==> src/rtl/mux_scan_sequencer.sv <==
// Scan sequencer for a downstream 16:1 mux: walks the enabled channels in
// ascending order, waits SETTLE cycles on each select value, then captures Y.
module mux_scan_sequencer #(
  parameter int unsigned SETTLE = 1
) (
  input  logic        clk,
  input  logic        rst_n,
  input  logic        start,
  input  logic [15:0] ch_mask,
  input  logic        y_in,
  output logic [3:0]  sel,
  output logic [15:0] sample,
  output logic [4:0]  cap_cnt,
  output logic        busy,
  output logic        done
);

  localparam int unsigned CH_N = 16;
  localparam int unsigned SEL_W = 4;
  localparam int unsigned CNT_W = 5;
  localparam int unsigned SETTLE_W = 4;
  localparam logic [SETTLE_W-1:0] SETTLE_LAST = SETTLE_W'(SETTLE - 1);

  typedef enum logic [1:0] {
    S_IDLE,
    S_SETTLE,
    S_CAPTURE,
    S_DONE
  } state_t;

  state_t              state_q, state_d;
  logic [CH_N-1:0]     mask_q, mask_d;
  logic [SETTLE_W-1:0] settle_q, settle_d;
  logic [SEL_W-1:0]    sel_d;
  logic [CH_N-1:0]     sample_d;
  logic [CNT_W-1:0]    cnt_d;
  logic                busy_d, done_d;

  logic                low_found, nxt_found;
  logic [SEL_W-1:0]    low_idx, nxt_idx;

  // Lowest enabled channel of the incoming mask, and next enabled channel above sel
  always_comb begin
    low_found = 1'b0;
    low_idx   = '0;
    nxt_found = 1'b0;
    nxt_idx   = '0;
    for (int i = CH_N - 1; i >= 0; i--) begin
      if (ch_mask[i]) begin
        low_found = 1'b1;
        low_idx   = SEL_W'(i);
      end
      if (mask_q[i] && (i > int'(sel))) begin
        nxt_found = 1'b1;
        nxt_idx   = SEL_W'(i);
      end
    end
  end

  // Next-state and datapath update
  always_comb begin
    state_d  = state_q;
    mask_d   = mask_q;
    settle_d = settle_q;
    sel_d    = sel;
    sample_d = sample;
    cnt_d    = cap_cnt;

    case (state_q)
      S_IDLE: begin
        if (start) begin
          mask_d   = ch_mask;
          sample_d = '0;
          cnt_d    = '0;
          settle_d = '0;
          if (low_found) begin
            state_d = S_SETTLE;
            sel_d   = low_idx;
          end else begin
            state_d = S_DONE;
          end
        end
      end
      S_SETTLE: begin
        settle_d = settle_q + SETTLE_W'(1);
        if (settle_q == SETTLE_LAST) begin
          state_d = S_CAPTURE;
        end
      end
      S_CAPTURE: begin
        sample_d[sel] = y_in;
        cnt_d         = cap_cnt + CNT_W'(1);
        if (nxt_found) begin
          sel_d    = nxt_idx;
          settle_d = '0;
          state_d  = S_SETTLE;
        end else begin
          state_d = S_DONE;
        end
      end
      S_DONE: begin
        state_d = S_IDLE;
      end
      default: begin
        state_d = S_IDLE;
      end
    endcase

    busy_d = (state_d == S_SETTLE) || (state_d == S_CAPTURE);
    done_d = (state_d == S_DONE);
  end

  // State and registered outputs
  always_ff @(posedge clk) begin
    if (!rst_n) begin
      state_q  <= S_IDLE;
      mask_q   <= '0;
      settle_q <= '0;
      sel      <= '0;
      sample   <= '0;
      cap_cnt  <= '0;
      busy     <= 1'b0;
      done     <= 1'b0;
    end else begin
      state_q  <= state_d;
      mask_q   <= mask_d;
      settle_q <= settle_d;
      sel      <= sel_d;
      sample   <= sample_d;
      cap_cnt  <= cnt_d;
      busy     <= busy_d;
      done     <= done_d;
    end
  end

endmodule

==> config.mk <==
export PLATFORM = sky130hd
export DESIGN_NAME = mux_scan_sequencer
export DESIGN_NICKNAME = d
export VERILOG_FILES = /design/src/rtl/mux_scan_sequencer.sv
export SDC_FILE = /design/constraint.sdc
export NUM_CORES = 1
export LEC_CHECK = 0
export CELL_PAD_IN_SITES_DETAIL_PLACEMENT = 0
export CELL_PAD_IN_SITES_GLOBAL_PLACEMENT = 1
export CORE_UTILIZATION = 35
export DETAILED_ROUTE_END_ITERATION = 16
export HOLD_SLACK_MARGIN = 0.02
export PLACE_DENSITY = 0.77
export SYNTH_ARGS = -nofsm -noshare
export SYNTH_HDL_FRONTEND = slang
export SYNTH_SLANG_ARGS = --single-unit
export TNS_END_PERCENT = 30
==> constraint.sdc <==
create_clock -name clk -period 2.4 [get_ports clk]
set_input_delay 0.24 -clock clk [delete_from_list [all_inputs] [get_ports clk]]
set_output_delay 0.24 -clock clk [all_outputs]
set_load 0.02 [all_outputs]
==> results.toml <==
[run_status]
status = "finished, final reports clean"

[synthesis]
async_flop_share_pct = 0
synth_edf_count = 0
synth_ff_type = "dfxtp_1"
yosysSeqAreaShare_pct = 36.1
syn_inst = 349
post-synth-top-area-cell = "dfxtp_1"
yosysWarningCount = 0
synth_top_area_share_pct = 36.1
syn-cell-area_um2 = 2670
ys_types = 60
synth_nets = 373
synth.area.top_cells = "dfxtp_1 (36%), a21oi_1 (7.7%), nand2_1 (6.3%)"
ys_ff_latch = 48
synth_area_per_cell_um2 = 7.64

[placement]
portBuffers = 46
place_hpwl_um = 5780
gp_congestion = 0.851
postPlaceCellArea_um2 = 3340

[cts]
cts_inserted_buffers = 5
htreeDepth = 2
tritoncts = "done"
cts_hold_buf = 0
clk_latency_ns = 0.31
clockRootBuffer = "clkbuf_8"
cts_buffer_depth = 2
cts.sinks = 48
cts_setup_buffers = 0
clk_pin_slew_ns = 0.09
cts_resized = 0

[global_route]
grt_overflow = 0
first_global_vias = 2505
grt_usage_pct = 20.1
antenna_found_initial = 0
grt_max_degree = 37
grt_pass1_wl_um = 12400

[layout]
multi_input_area_um2 = 1580
fillCellCount = 792
final_cell_mix = "clkdlybuf4s50_1 (46), nand2_1 (45), dfxtp_1 (44), a21oi_1 (41), nor2_1 (32)"
seqCellArea_um2 = 966
final_area_um2 = 3490
final_core_util_pct = 47.9
diodes = 0
area_growth_pct = 31.0
drive_gt1_share_pct = 12.6
layout.nets = 429
final_common_cell = "clkdlybuf4s50_1"

[sta]
finalSetupViolCount = 0
period_minus_slack_ns = 2.23
worst_slew_pin_slew_ns = 0.563
fmax_ghz = 0.449
whs_ns = 0.470
fin_crit_sh_pct = 92.9
fin_skew_ns = 0.00913
finalHoldViolCount = 0
grt_setup_unrepaired = "false"
relSlewSlack_pct = 62.2
slew_viol_final = 0
fin_setup_tns_ns = 0

[worst_setup_path]
crit_type = "reg2reg"
reg2reg_from = "sel[0]$_SDFFE_PN0P_"
required_ns = 2.61
worstPathArrival_ns = 2.44
startpoint_type = "register"
cp_max_fo = 8
crit_start = "sel[0]$_SDFFE_PN0P_"
worstSetupEndpointType = "register"

[min_path]
hold_class = "reg2reg"
hp-start = "mask_q[6]$_SDFFE_PN0P_"

[route]
routed_wl_um = 7630
remaining_drc_errors = 0
first_pass_iters = 4
wl_per_cell_um = 15.1
ant_nets = 0
dr_total_vias = 2738
dr.first_iter.drc_count = 166
vias_per_cell = 5.42

[floorplan]
die_h_um = 89.3
initial_core_util_pct = 36.5
core_um2 = 7290
row_count = 31
die_x_um = 89.3
ios = 47
die-area_um2 = 7970

[power]
power_density_nw_per_um2 = 560
ir_worst_vdd_uv = 230
power_leakage_nw = 1.27

[job]
drv_cap = 0
## cell type report
cell class | count | share of cell area, %
clock buffers | 6 | 2.37
multi-input cells | 268 | 45.3
clock inverters | 2 | 1.11
repair buffers | 70 | 18.7
well taps | 99 | 3.55
inverters | 12 | 1.29
flip-flops and latches | 48 | 27.7
## state kept, by name, indices dropped and copies added, names as in the netlist
register / cells
state_q: 2
done: 1
busy: 1
settle_q: 4
sample: 16
mask_q: 15
cap_cnt: 5
sel: 4
## stage by stage
step / std cells / total power, mW / worst slack (ns)
final: 505 / 1.95 / 0.171
after global routing: 505 / 2.05 / 0.00406
after CTS: 505 / 1.96 / 0.0824
after detailed placement: 497 / 1.33 / 0.104
after global placement: 497 / 1.33 / 0.140
after floorplan: 349 / 1.15 / 0.00930
## cell usage after synthesis, types with 2 or more instances
cell type and instances:
ha_1 4, clkbuf_1 13, nand2b_1 5, o21bai_1 4, nor3_1 7, a22oi_1 8
or2_2 2, o41ai_1 2, nor3b_1 4, a21oi_1 41, buf_4 3, or3_1 2
dfxtp_1 48, a311oi_1 2, inv_1 11, o22ai_1 3, nand2_1 45, and3_1 4
nand3_1 20, buf_2 4, nor2b_1 8, o21ai_0 10, a21o_1 2, o31ai_1 6
o211ai_1 10, a31oi_1 4, mux2i_1 2, and2_1 4, or3b_2 2, nor2_1 32
a211oi_1 6, nor4_1 3
## metal layers
layer | share of wire, % | track usage, % | vias up | wire (um)
met3 | 4.8 | 3.51 | 15 | 364
met1 | 47 | 27.2 | 1266 | 3580
li1 | - | - | 1383 | -
met2 | 47 | 33.3 | 74 | 3570
met4 | 1.6 | 5.05 | 0 | 123
met5 | 0 | 0 | - | 0
## worst max-delay path: stages (launching register included)
cell and delay, ns:
dfxtp_2 0.36, or3b_2 0.44, a21oi_1 0.23, or2_2 0.18, nor2_1 0.05, a222oi_1 0.38
inv_1 0.08, ha_1 0.27, and2_1 0.14
## logic make-up (layout without fill, tap and decap cells)
logic type | Yosys count | count (layout) | synth area share, %
simple gates | 146 | 146 | 26.8
compound gates | 115 | 115 | 28.6
flops | 48 | 48 | 36.1
buf+inv | 33 | 90 | 5.54
fa+ha+maj | 4 | 4 | 1.88
mux | 2 | 2 | 0.751
xor+xnor | 1 | 1 | 0.329
## final timing paths
check	to	slack, ns	depth (start not counted)
hold / removal	mask_q[6]$_SDFFE_PN0P_	0.47	2
setup / recovery	busy$_SDFF_PN0_	0.17	8
hold reg to reg	mask_q[6]$_SDFFE_PN0P_	0.47	2
setup reg to reg	busy$_SDFF_PN0_	0.17	8
## power breakdown
group / internal, mW / switching (mW) / total [mW]
Combinational: 0.201 / 0.256 / 0.457
Clock: 0.341 / 0.287 / 0.628
Sequential: 0.830 / 0.0388 / 0.868
Note: power is estimated with default switching activity, not from simulation.
